===== src/rtl/nw_output_vc_credit_tracker.sv =====
// Credit and allocation tracker for the downstream VCs of one router output port.
// Optional NW_VC_CREDIT_LOOKAHEAD_EN registers vc_status from the next-state counter.

module nw_ovc_lane #(
    parameter int buf_len = 4,
    parameter int cw      = $clog2(buf_len + 1)
) (
    input  logic          clk,
    input  logic          rst,
    input  logic          dec,
    input  logic          inc,
    input  logic          tail,
    input  logic          alloc,
    output logic [cw-1:0] cnt,
    output logic          free,
    output logic          status,
    output logic          err_ev
);
    typedef enum logic [1:0] {FREE = 2'd0, ALLOC = 2'd1, DRAIN = 2'd2} vc_state_e;

    localparam logic [cw-1:0] FULL = cw'(buf_len);

    vc_state_e     st_q, st_d;
    logic [cw-1:0] cnt_q, cnt_d;
    logic          cnt_err, fsm_err;

    // A sent flit and a returned credit on the same VC cancel out.
    always_comb begin
        cnt_d   = cnt_q;
        cnt_err = 1'b0;
        if (dec && !inc) begin
            if (cnt_q == '0) cnt_err = 1'b1;
            else             cnt_d   = cnt_q - cw'(1);
        end else if (inc && !dec) begin
            if (cnt_q == FULL) cnt_err = 1'b1;
            else               cnt_d   = cnt_q + cw'(1);
        end
    end

    // Free/drain decisions look at the next counter so a VC frees the edge its last credit lands.
    always_comb begin
        st_d    = st_q;
        fsm_err = 1'b0;
        case (st_q)
            FREE: begin
                if (alloc) st_d    = ALLOC;
                if (dec)   fsm_err = 1'b1;
            end
            ALLOC: begin
                if (alloc) fsm_err = 1'b1;
                if (dec && tail) st_d = (cnt_d == FULL) ? FREE : DRAIN;
            end
            DRAIN: begin
                if (alloc || dec) fsm_err = 1'b1;
                if (cnt_d == FULL) st_d = FREE;
            end
            default: st_d = FREE;
        endcase
    end

    always_ff @(posedge clk or posedge rst) begin
        if (rst) begin
            cnt_q <= FULL;
            st_q  <= FREE;
        end else begin
            cnt_q <= cnt_d;
            st_q  <= st_d;
        end
    end

`ifdef NW_VC_CREDIT_LOOKAHEAD_EN
    logic status_q;
    always_ff @(posedge clk or posedge rst) begin
        if (rst) status_q <= 1'b0;
        else     status_q <= (cnt_d == '0);
    end
    assign status = status_q;
`else
    assign status = (cnt_q == '0);
`endif

    assign cnt    = cnt_q;
    assign free   = (st_q == FREE);
    assign err_ev = cnt_err | fsm_err;
endmodule

module nw_output_vc_credit_tracker #(
    parameter int nv      = 4,
    parameter int buf_len = 4,
    localparam int cw     = $clog2(buf_len + 1)
) (
    input  logic             clk,
    input  logic             rst,
    input  logic             flit_sent,
    input  logic [nv-1:0]    flit_vc,
    input  logic             flit_tail,
    input  logic             credit_valid,
    input  logic [nv-1:0]    credit_vc,
    input  logic [nv-1:0]    vc_alloc,
    output logic [nv-1:0]    vc_status,
    output logic [nv-1:0]    vc_free,
    output logic [nv-1:0]    next_free_vc,
    output logic             free_vc_blocked,
    output logic [nv*cw-1:0] credit_count,
    output logic             err
);
    logic [nv-1:0] lane_err;
    logic          multi_alloc;

    // More than one grant bit set: nobody moves, only the error flag records it.
    assign multi_alloc = |(vc_alloc & (vc_alloc - nv'(1)));

    for (genvar v = 0; v < nv; v++) begin : g_lane
        nw_ovc_lane #(.buf_len(buf_len), .cw(cw)) u_lane (
            .clk    (clk),
            .rst    (rst),
            .dec    (flit_sent & flit_vc[v]),
            .inc    (credit_valid & credit_vc[v]),
            .tail   (flit_tail),
            .alloc  (vc_alloc[v] & ~multi_alloc),
            .cnt    (credit_count[v*cw +: cw]),
            .free   (vc_free[v]),
            .status (vc_status[v]),
            .err_ev (lane_err[v])
        );
    end

    // Lowest set bit of the free mask.
    assign next_free_vc    = vc_free & (~vc_free + nv'(1));
    assign free_vc_blocked = ~|vc_free;

    always_ff @(posedge clk or posedge rst) begin
        if (rst) err <= 1'b0;
        else     err <= err | multi_alloc | (|lane_err);
    end
endmodule

===== config.mk =====
export PLATFORM = sky130hd
export DESIGN_NAME = nw_output_vc_credit_tracker
export DESIGN_NICKNAME = d
export VERILOG_FILES = /design/src/rtl/nw_output_vc_credit_tracker.sv
export SDC_FILE = /design/constraint.sdc
export NUM_CORES = 1
export LEC_CHECK = 0
export CAP_MARGIN = 40
export CORE_UTILIZATION = 45
export DETAILED_ROUTE_END_ITERATION = 7
export PLACE_DENSITY = 0.7
export SLEW_MARGIN = 10
export SYNTH_ARGS = -nofsm -noshare
export SYNTH_HDL_FRONTEND = slang
export SYNTH_HIERARCHICAL = 1
export SYNTH_SLANG_ARGS = --single-unit

===== constraint.sdc =====
create_clock -name clk -period 1.8 [get_ports clk]
set_input_delay 0.36 -clock clk [delete_from_list [all_inputs] [get_ports clk]]
set_output_delay 0.36 -clock clk [all_outputs]
set_load 0.05 [all_outputs]

==> results by group, run 1 <==
Synth
  – Syn_area_per_cell: ~8.6 µm²
  – Gate Count Post-Synth: ~210
  – Post-synth EDFFs: 0
  – Async set-reset flop share out of synthesis: 100.0%
  – Mux share of post-synthesis cell area: around 2.2%
  – Yosys reg bits: 21
  – Syn nets: 242
  – Adder-Cell Fraction of Synth Area: around 8.8%
  – Simple-Gate Fraction of Synth Area: 26.78%
  – Synth Area in Compound Gates: between 20 and 25%
  – Ys flop type: dfrtp_1
  – Synth warn: 6
  – Synthesized area: between 1500 and 2000 µm²
  – Post-Synth XOR/XNOR Area: around 1.9%
  – Largest family of logic cells by synthesized area: simple AND/OR/NAND/NOR gates
  – Post-synthesis sequential area ratio: between 20 and 30%
  – Synth cell types: 35

Finish
  – Layout cells sized above 1: 32.35%
  – Area of the multi-input gates: between 1000 and 1500 µm²
  – Fillers: ~280
  – Nets: 302
  – Commonest non-fill, non-tap cells in the layout: buf_4, inv_1, dfrtp_1, buf_12, nand2_1
  – Layout area overhead: 48.77%
  – Number of antenna diodes: 0
  – Commonest non-fill, non-tap cell in the layout: buf_4
  – Final Instance Area: 2718 µm²
  – Seq. cell area: 530.5 µm²

STA
  – Worst slew pin tran: approximately 0.44 ns
  – Final period util: a little over nine tenths
  – Setup TNS: 0 ns
  – Worst relative slew slack: 70.50%
  – Slew Limit Fails: 0
  – Endpoints failing hold: 0
  – Setup Skew: 0.004780 ns
  – Final setup margin: about 0.07 ns
  – RSZ-0062 raised after global routing: yes
  – Crit path time final: between 1.5 and 2 ns
  – Final setup fails: 0
  – Achievable Freq: 577.9 MHz
  – Smallest hold slack: between 0.3 and 0.4 ns

Floorplanning
  – Core area: approximately 3800 µm²
  – Chip height: between 60 and 70 µm
  – Die ar.: roughly 4300 µm²
  – Num rows: 22
  – Die Wd: around 66 µm
  – Top-Level Pins: between 40 and 50
  – Initial Util: slightly below 50%

Setup path
  – Crit. Startpoint: g_lane[3].u_lane/st_q[0]
  – Worst-path cell chain: nor2_4 > nor4b_4 > buf_12
  – FF-to-FF End: err
  – CP Max Fanout: 6
  – Reg2reg start: g_lane[3].u_lane/cnt[1]
  – Critical path endpoint: next_free_vc[3]
  – Setup slack, reg-to-reg: 0.20 ns
  – Arrival @ worst endpoint: 1.37 ns
  – CP Launch Type: flop
  – CP Class: flop to output port
  – Cell with the largest stage delay on the worst path: dfrtp_1
  – Worst EP required: approximately 1.4 ns
  – Max incr delay on CP: 0.46 ns
  – R2R cell count: 9
  – Critical Path Sink Type: output port

Power and ir drop
  – P_leak: between 1 and 1.5 nW
  – VDD IR max: about 0.0014 V
  – Power share of the clock group: under 10%
  – Total power draw: approximately 5.3 mW
  – Psw: between 2 and 3 mW
  – Seq pwr share: roughly 19%
  – Net Sw Frac: around 50%
  – Logic pwr share: approximately 75%
  – Pwr Density: roughly 1900 nW/µm²
  – Int Power: ~2.6 mW

Clock tree
  – Hold Buf Count CTS: 0
  – Clk buf depth: 2
  – TritonCTS clock tree: done
  – Worst-path clk slew: roughly 0.07 ns
  – TritonCTS buffer count: 3
  – CTS Root Cell: clkbuf_8
  – Clk_lat worst skew: around 0.26 ns
  – CTS H-Tree Depth: 1
  – Sink Count: 21

Global route
  – Total GRT Usage: between 20% and 30%
  – Global-route wire length before repair: just under 7000 µm
  – GRT Residual Overflow: 0
  – Antenna violations before repair: 0
  – Largest net degree at the start of global routing: 12
  – Vias in the first global route: roughly 1600

Route
  – Post-route ant nets: 0
  – Routed vias: between 1500 and 2000
  – Drt wl/cell: 13.05 µm
  – Final wirelength: approximately 4200 µm
  – Average vias per placed instance: between 5 and 6
  – DRT iter0 DRCs: 67
  – Router iterations before antenna repair: 4
  – Drt drc: 0

Place
  – Placed instance area: between 2000 and 3000 µm²
  – Routability Congestion: around 0.84
  – Setup slack at placement: -0.2525 ns
  – IO buf count: 42
  – Dpl hpwl: between 3000 and 4000 µm

Status
  – Status: finished, final reports clean

Job
  – Total of max-cap violations: 0

Worst hold path
  – HP Class: input port to asynchronous set/reset pin
-- worst min path at each step --
stage                                        start                  endpoint  slack (ns)  cells past startpoint
after CTS                                      rst                       err        0.37                      2
after global routing                           rst                       err        0.40                      2
after detailed placement  g_lane[3].u_lane/st_q[1]  g_lane[3].u_lane/st_q[0]        0.50                      1
after floorplan                                rst                       err        0.09                      1
final                                          rst                       err        0.37                      2
after global placement                         err                       err        0.48                      2
-- routing by layer --
layer  GRT usage [%]  share of wire [%]  vias up
met1           29.56                 49      802
met5               0                  0        -
met4           4.891               0.89        0
met3           2.083                3.5        5
li1                -                  -      853
met2           31.63                 47       34
-- critical path: cells and delay by family, from the launching register on --
family,cells,cell delay [ns]
simple gates,2,0.47
buf+inv,1,0.18
flops,1,0.46
-- cells by family (layout without fill, tap and decap cells) --
kind of cell / count (synthesis) / count (layout)
flops: 21 / 21
xor+xnor: 4 / 4
simple gates: 80 / 80
compound gates: 53 / 53
mux: 4 / 4
buf+inv: 38 / 97
fa+ha+maj: 13 / 13
-- synth_stat cells, drive strengths merged, types with 4 or more instances --
cell | number | area [µm²]
nand2 | 16 | 60.06
dfrtp | 17 | 425.4
mux2i | 4 | 40.04
dfstp | 4 | 105.1
buf | 9 | 57.56
o311ai | 4 | 35.03
o211a | 4 | 40.04
xnor2 | 4 | 35.03
and2b | 4 | 30.03
and2 | 12 | 75.07
ha | 12 | 150.1
nand2b | 8 | 80.07
nor4bb | 4 | 40.04
a311oi | 4 | 35.03
nor2 | 13 | 48.80
o22ai | 4 | 50.05
inv | 29 | 118.9
nor2b | 9 | 56.30
nand3b | 8 | 60.06
o211ai | 4 | 30.03
o21ai | 17 | 88.84
a21bo | 4 | 40.04
a31oi | 12 | 75.07
-- stage by stage --
stage               util (%)  std cells
floorplan                  -        213
global placement       69.01        314
detailed placement     69.01        314
CTS                    70.21        318
global route           72.06        320
finish                 72.06        320
-- state kept, by name, summed over array words and instances, names as in the netlist --
register	count
err	1
g_lane.u_lane/cnt	12
g_lane.u_lane/st_q	8
-- cell type report --
class	instances	share of cell area [%]
inverter	29	4.374
multi-input combinational	154	44.98
clock buffer	4	1.657
tap	48	2.210
sequential	21	19.52
timing repair buffer	64	27.26
-- power groups by stage --
stage / clock, mW / sequential (mW) / combinational, mW
after floorplan: 0 / 1.45 / 1.91
after global placement: 0 / 1.02 / 3.78
after detailed placement: 0 / 1.02 / 3.80
after CTS: 0.310 / 1.01 / 3.82
after global routing: 0.327 / 1.07 / 4.23
final: 0.301 / 1.03 / 3.95
-- what timing repair did --
action,4_1_cts,5_1_grt
gates resized for setup,0,21
setup buffers,0,2
endpoints found under the setup margin,0,18
Note: power is estimated with default switching activity, not from simulation.
==> inputs of run 2 (changes only) <==
- GPL_ROUTABILITY_DRIVEN: not set -> 0
- SKIP_LAST_GASP: not set -> 1
==> results by group, run 2 (same netlist as run 1, synthesis figures left out) <==
Floorplanning
  – Initial Util: approximately half
  – Num rows: 22
  – Die ar.: 4318 µm²
  – Top-Level Pins: 43
  – Chip height: ~66 µm
  – Die Wd: about 66 µm
  – Core area: approximately 3800 µm²

Route
  – Routed vias: ~1700
  – Drt drc: 0
  – Met1 wire length: between 2000 and 2500 µm
  – Max layer used: met4
  – Met2 Wirelength: 1960 µm
  – Drt wl/cell: about 13 µm
  – Met3 Wirelength: ~150 µm
  – Final wirelength: 4183 µm
  – Router iterations before antenna repair: 4
  – Average vias per placed instance: between 5 and 6
  – Post-route ant nets: 0
  – DRT iter0 DRCs: between 60 and 70

Setup path
  – WP buf/inv: 1
  – R2R cell count: 9
  – CP Class: input port to flop
  – Worst-path cell chain: clkdlybuf4s50_1 > and2_1 > nand2b_1 > o22ai_2 > xnor2_1 > a31oi_1
  – CP Launch Type: input port
  – Reg2reg start: g_lane[3].u_lane/cnt[1]
  – Critical Path Sink Type: flop
  – Setup slack, reg-to-reg: around 0.2 ns
  – CP Max Fanout: 9
  – FF-to-FF End: err
  – Max incr delay on CP: between 0.5 and 0.6 ns
  – Delay-heaviest family, CP: buffers and inverters
  – Worst EP required: 1.93 ns
  – Arrival @ worst endpoint: between 1.5 and 2 ns
  – Cell with the largest stage delay on the worst path: clkdlybuf4s50_1

STA
  – Crit path time final: between 1.5 and 2 ns
  – Final period util: slightly below 100%
  – Worst relative slew slack: a little over two thirds
  – Setup Skew: 0.004796 ns
  – Worst slew pin tran: between 0.4 and 0.5 ns
  – Final setup fails: 0
  – Achievable Freq: 565.9 MHz
  – RSZ-0062 raised after global routing: yes
  – Endpoints failing hold: 0
  – Setup TNS: 0 ns
  – Slew Limit Fails: 0

Finish
  – Largest register FFs: 12
  – Commonest non-fill, non-tap cells in the layout: buf_4, inv_1, dfrtp_1, buf_12, nand2_1
  – Nets: between 300 and 400
  – Finished Core Util: between 70% and 80%
  – Final Non-Filler Cells: 320
  – Layout cells sized above 1: about a third
  – Layout area overhead: 48.22%
  – Number of antenna diodes: 0
  – Final Instance Area: 2708 µm²
  – Commonest non-fill, non-tap cell in the layout: buf_4

Power and ir drop
  – Int Power: 2.629 mW
  – Psw: ~2.6 mW
  – Seq pwr share: about a fifth
  – P_leak: 1.267 nW
  – Net Sw Frac: about half
  – Pwr Density: approximately 1900 nW/µm²
  – Total power draw: 5.255 mW
  – VDD IR max: about 0.0014 V
  – Power share of the clock group: approximately 5.7%
  – Logic pwr share: between 70% and 80%

Global route
  – Antenna violations before repair: 0
  – Largest net degree at the start of global routing: 12
  – Total GRT Usage: approximately a fifth
  – GRT Residual Overflow: 0
  – Vias in the first global route: 1557
  – Global-route wire length before repair: approximately 6800 µm

Worst hold path
  – HP Class: input port to asynchronous set/reset pin

Place
  – IO buf count: 42
  – Dpl hpwl: roughly 3300 µm
  – Placed instance area: approximately 2600 µm²
  – Placed Cells: 314

Clock tree
  – TritonCTS buffer count: 3
  – Hold Buf Count CTS: 0
  – CTS H-Tree Depth: 1
  – Sink Count: 21
  – Worst-path clk slew: roughly 0.070 ns
  – Clk buf depth: 2
  – TritonCTS clock tree: done
  – Clk_lat worst skew: between 0.2 and 0.3 ns
  – CTS Root Cell: clkbuf_8

Job
  – Total of max-cap violations: 0

Status
  – Status: finished, final reports clean
-- run 2: changes by cell type in the layout (fill, tap and decap cells not counted) --
cell | previous run | this run
and2_2 | 4 | 3
nor4_4 | 1 | 0
nor4_2 | 0 | 1
and2_1 | 7 | 8
-- run 2: power by group through the flow --
stage,Clock [mW],Sequential (mW),Combinational [mW]
3_3_place_gp,0,1.02,3.78
4_1_cts,0.310,1.01,3.82
6_report,0.301,1.03,3.93
2_1_floorplan,0,1.45,1.91
5_1_grt,0.327,1.07,4.21
3_5_place_dp,0,1.02,3.80
-- run 2: worst max path at each step --
| stage | start | depth (start not counted) | endpoint |
|---|---|---|---|
| floorplan | g_lane[3].u_lane/st_q[0] | 2 | next_free_vc[3] |
| global placement | vc_alloc[3] | 9 | err |
| detailed placement | vc_alloc[2] | 9 | err |
| CTS | vc_alloc[2] | 9 | err |
| global route | flit_sent | 6 | g_lane[3].u_lane/st_q[1] |
| finish | flit_sent | 6 | g_lane[3].u_lane/st_q[1] |
-- run 2: layout make-up --
| cell class | count | area [µm²] |
|---|---|---|
| timing repair buffer | 64 | 740.7 |
| fill | 276 | 1064 |
| tap | 48 | 60.06 |
| clock buffer | 4 | 45.04 |
| sequential | 21 | 530.5 |
| multi-input combinational | 154 | 1212 |
| inverter | 29 | 118.9 |
-- run 2: per-layer routing --
metal	vias to the layer above	track usage [%]
li1	853	-
met1	804	29.56
met2	36	31.63
met3	5	2.083
met4	0	4.891
met5	-	0
-- run 2: metrics by stage --
stage | setup WS, ns | hold WS (ns)
after floorplan | -0.1540 | 0.08871
after global placement | -0.2236 | 0.4843
after detailed placement | -0.2525 | 0.4951
after CTS | 0.01373 | 0.3737
after global routing | -0.05827 | 0.3960
final | 0.03291 | 0.3749
-- run 2: what timing repair did --
action | in CTS | in global routing
setup buffers | 0 | 2
setup endpoints to repair | 0 | 18
gates resized for setup | 0 | 19
endpoints found under the hold margin | 0 | 0
-- run 2: worst register-to-register path: stages (launching register included) --
cell and delay (ns):
dfrtp_1 0.39, inv_1 0.10, ha_2 0.23, nand2b_4 0.10
o21ai_0 0.07, nand2_1 0.08, o311ai_1 0.10, buf_4 0.16
nor3_2 0.16, nand3_1 0.09
==> inputs of run 3 (changes only) <==
- CORE_ASPECT_RATIO: not set -> 1.5
- clock period: 1.8 -> 2.1 ns (I/O delays scaled with it)
==> results by group, run 3 (same netlist as run 1, synthesis figures left out) <==
Route
  – Drt wl/cell: about 14 µm
  – DRT iter0 DRCs: 35
  – Final wirelength: ~4100 µm
  – Routed vias: 1634
  – Router iterations before antenna repair: 5
  – Average vias per placed instance: approximately 5.4
  – Post-route ant nets: 0
  – Drt drc: 0

Setup path
  – Reg2reg start: g_lane[1].u_lane/cnt[0]
  – Worst EP required: 1.68 ns
  – CP Launch Type: flop
  – FF-to-FF End: err
  – CP Max Fanout: 4
  – Arrival @ worst endpoint: around 1.5 ns
  – Delay-heaviest family, CP: buffers and inverters
  – Critical Path Sink Type: output port
  – WP buf/inv: 1
  – Worst-path cell chain: clkdlybuf4s50_1
  – Max incr delay on CP: 0.83 ns
  – R2R cell count: 8
  – CP Class: flop to output port
  – Critical path depth: 1
  – Setup slack, reg-to-reg: around 0.48 ns
  – Critical path endpoint: credit_count[0]
  – Crit. Startpoint: g_lane[0].u_lane/cnt[0]
  – Cell with the largest stage delay on the worst path: clkdlybuf4s50_1

Finish
  – Commonest non-fill, non-tap cells in the layout: inv_1, clkdlybuf4s50_1, dfrtp_1
  – Final Non-Filler Cells: 300
  – Largest register FFs: 12
  – Number of antenna diodes: 0
  – Layout cells sized above 1: roughly a fifth
  – Nets: approximately 290
  – Layout area overhead: 34.11%

STA
  – Worst relative slew slack: around 64%
  – Worst slew pin tran: about 0.53 ns
  – Final setup fails: 0
  – Crit path time final: between 1.5 and 2 ns
  – Final period util: roughly 90%
  – Smallest hold slack: approximately 0.47 ns
  – Endpoints failing hold: 0
  – Setup Skew: between 0.002 and 0.003 ns
  – Slew Limit Fails: 0
  – Achievable Freq: roughly 520 MHz
  – RSZ-0062 raised after global routing: no

Clock tree
  – TritonCTS clock tree: done
  – Clk_lat worst skew: 0.25 ns
  – CTS Root Cell: clkbuf_8
  – Clk buf depth: 2
  – CTS H-Tree Depth: 1
  – Hold Buf Count CTS: 0
  – TritonCTS buffer count: 3
  – Post_cts resized: 0
  – Sink Count: 21
  – Post-CTS setup buffer count: 0
  – Worst-path clk slew: 0.08 ns

Global route
  – Largest net degree at the start of global routing: 12
  – Global-route wire length before repair: between 6000 and 7000 µm
  – Antenna violations before repair: 0
  – Total GRT Usage: between 20% and 30%
  – Vias in the first global route: between 1500 and 2000
  – GRT Residual Overflow: 0

Floorplanning
  – Top-Level Pins: 43
  – Num rows: 28
  – Chip height: 80.04 µm
  – Core area: slightly below 4000 µm²
  – Die Wd: around 54 µm
  – Die ar.: ~4300 µm²
  – Initial Util: 46.56%

Worst hold path
  – HP Class: input port to asynchronous set/reset pin

Status
  – Status: finished, final reports clean

Place
  – Placed Cells: about 300
  – IO buf count: 42
  – Dpl hpwl: between 3000 and 4000 µm

Power and ir drop
  – P_leak: approximately 1.1 nW
  – Pwr Density: ~1700 nW/µm²
  – VDD IR max: around 0.0013 V

Job
  – Total of max-cap violations: 0
run 3: cell types whose count changed in the layout (fill, tap and decap cells not counted), moves of 3 or more:
cell | before | now
clkdlybuf4s50_1 | 13 | 25
ha_1 | 8 | 12
nor2_4 | 4 | 0
and2_2 | 3 | 0
o311ai_1 | 3 | 0
buf_4 | 31 | 12
dlymetal6s2s_1 | 3 | 0
ha_2 | 4 | 0
nor2_2 | 0 | 4
buf_12 | 17 | 10
o311ai_0 | 1 | 4
and2_1 | 8 | 12
run 3: power breakdown:
part | switching, mW | internal [mW]
clock network | 0.127 | 0.135
registers | 0.237 | 0.616
logic | 1.76 | 1.19
total | 2.12 | 1.94
run 3: final cells by class:
class,instances,area [µm²]
clock buffer,4,45.04
fill,355,1474
inverter,29,118.9
multi-input combinational,154,1159
sequential,21,530.5
tap,45,56.30
timing repair buffer,47,540.5
run 3: routing by layer:
| metal | track usage, % | vias to the layer above | part of all wire (%) | wire [µm] |
|---|---|---|---|---|
| met1 | 23.84 | 765 | 41 | 1692 |
| met5 | 0 | - | 0 | 0 |
| met4 | 5.385 | 0 | 0.86 | 35 |
| met3 | 2.095 | 2 | 4.2 | 170 |
| met2 | 37.53 | 45 | 53 | 2181 |
| li1 | - | 822 | - | - |
run 3: worst register-to-register path: cells and delay by family (launching register included):
family | cells | cell delay, ns
and+or+nand+nor | 4 | 0.52
buffers and inverters | 1 | 0.08
adders and majority gates | 1 | 0.28
DFF | 1 | 0.40
AOI/OAI and AO/OA | 2 | 0.22
run 3: through the flow:
stage	instance area, µm²	setup TNS [ns]	worst slack [ns]	util (%)	power [mW]
floorplan	1866	-0.05474	-0.05474	-	2.850
global placement	2405	0	0.01660	61.29	3.803
detailed placement	2405	0	0.02463	61.29	3.827
CTS	2450	0	0.1700	62.44	4.091
global route	2450	0	0.07491	62.44	4.327
finish	2450	0	0.1783	62.44	4.064
run 3: how the worst min path moves through the flow:
stage	from	to	slack, ns	cells after the start
global route	rst	err	0.50	2
finish	rst	err	0.47	2
detailed placement	g_lane[1].u_lane/st_q[1]	g_lane[1].u_lane/st_q[0]	0.48	1
floorplan	rst	err	0.15	1
CTS	rst	err	0.47	2
global placement	err	err	0.48	2
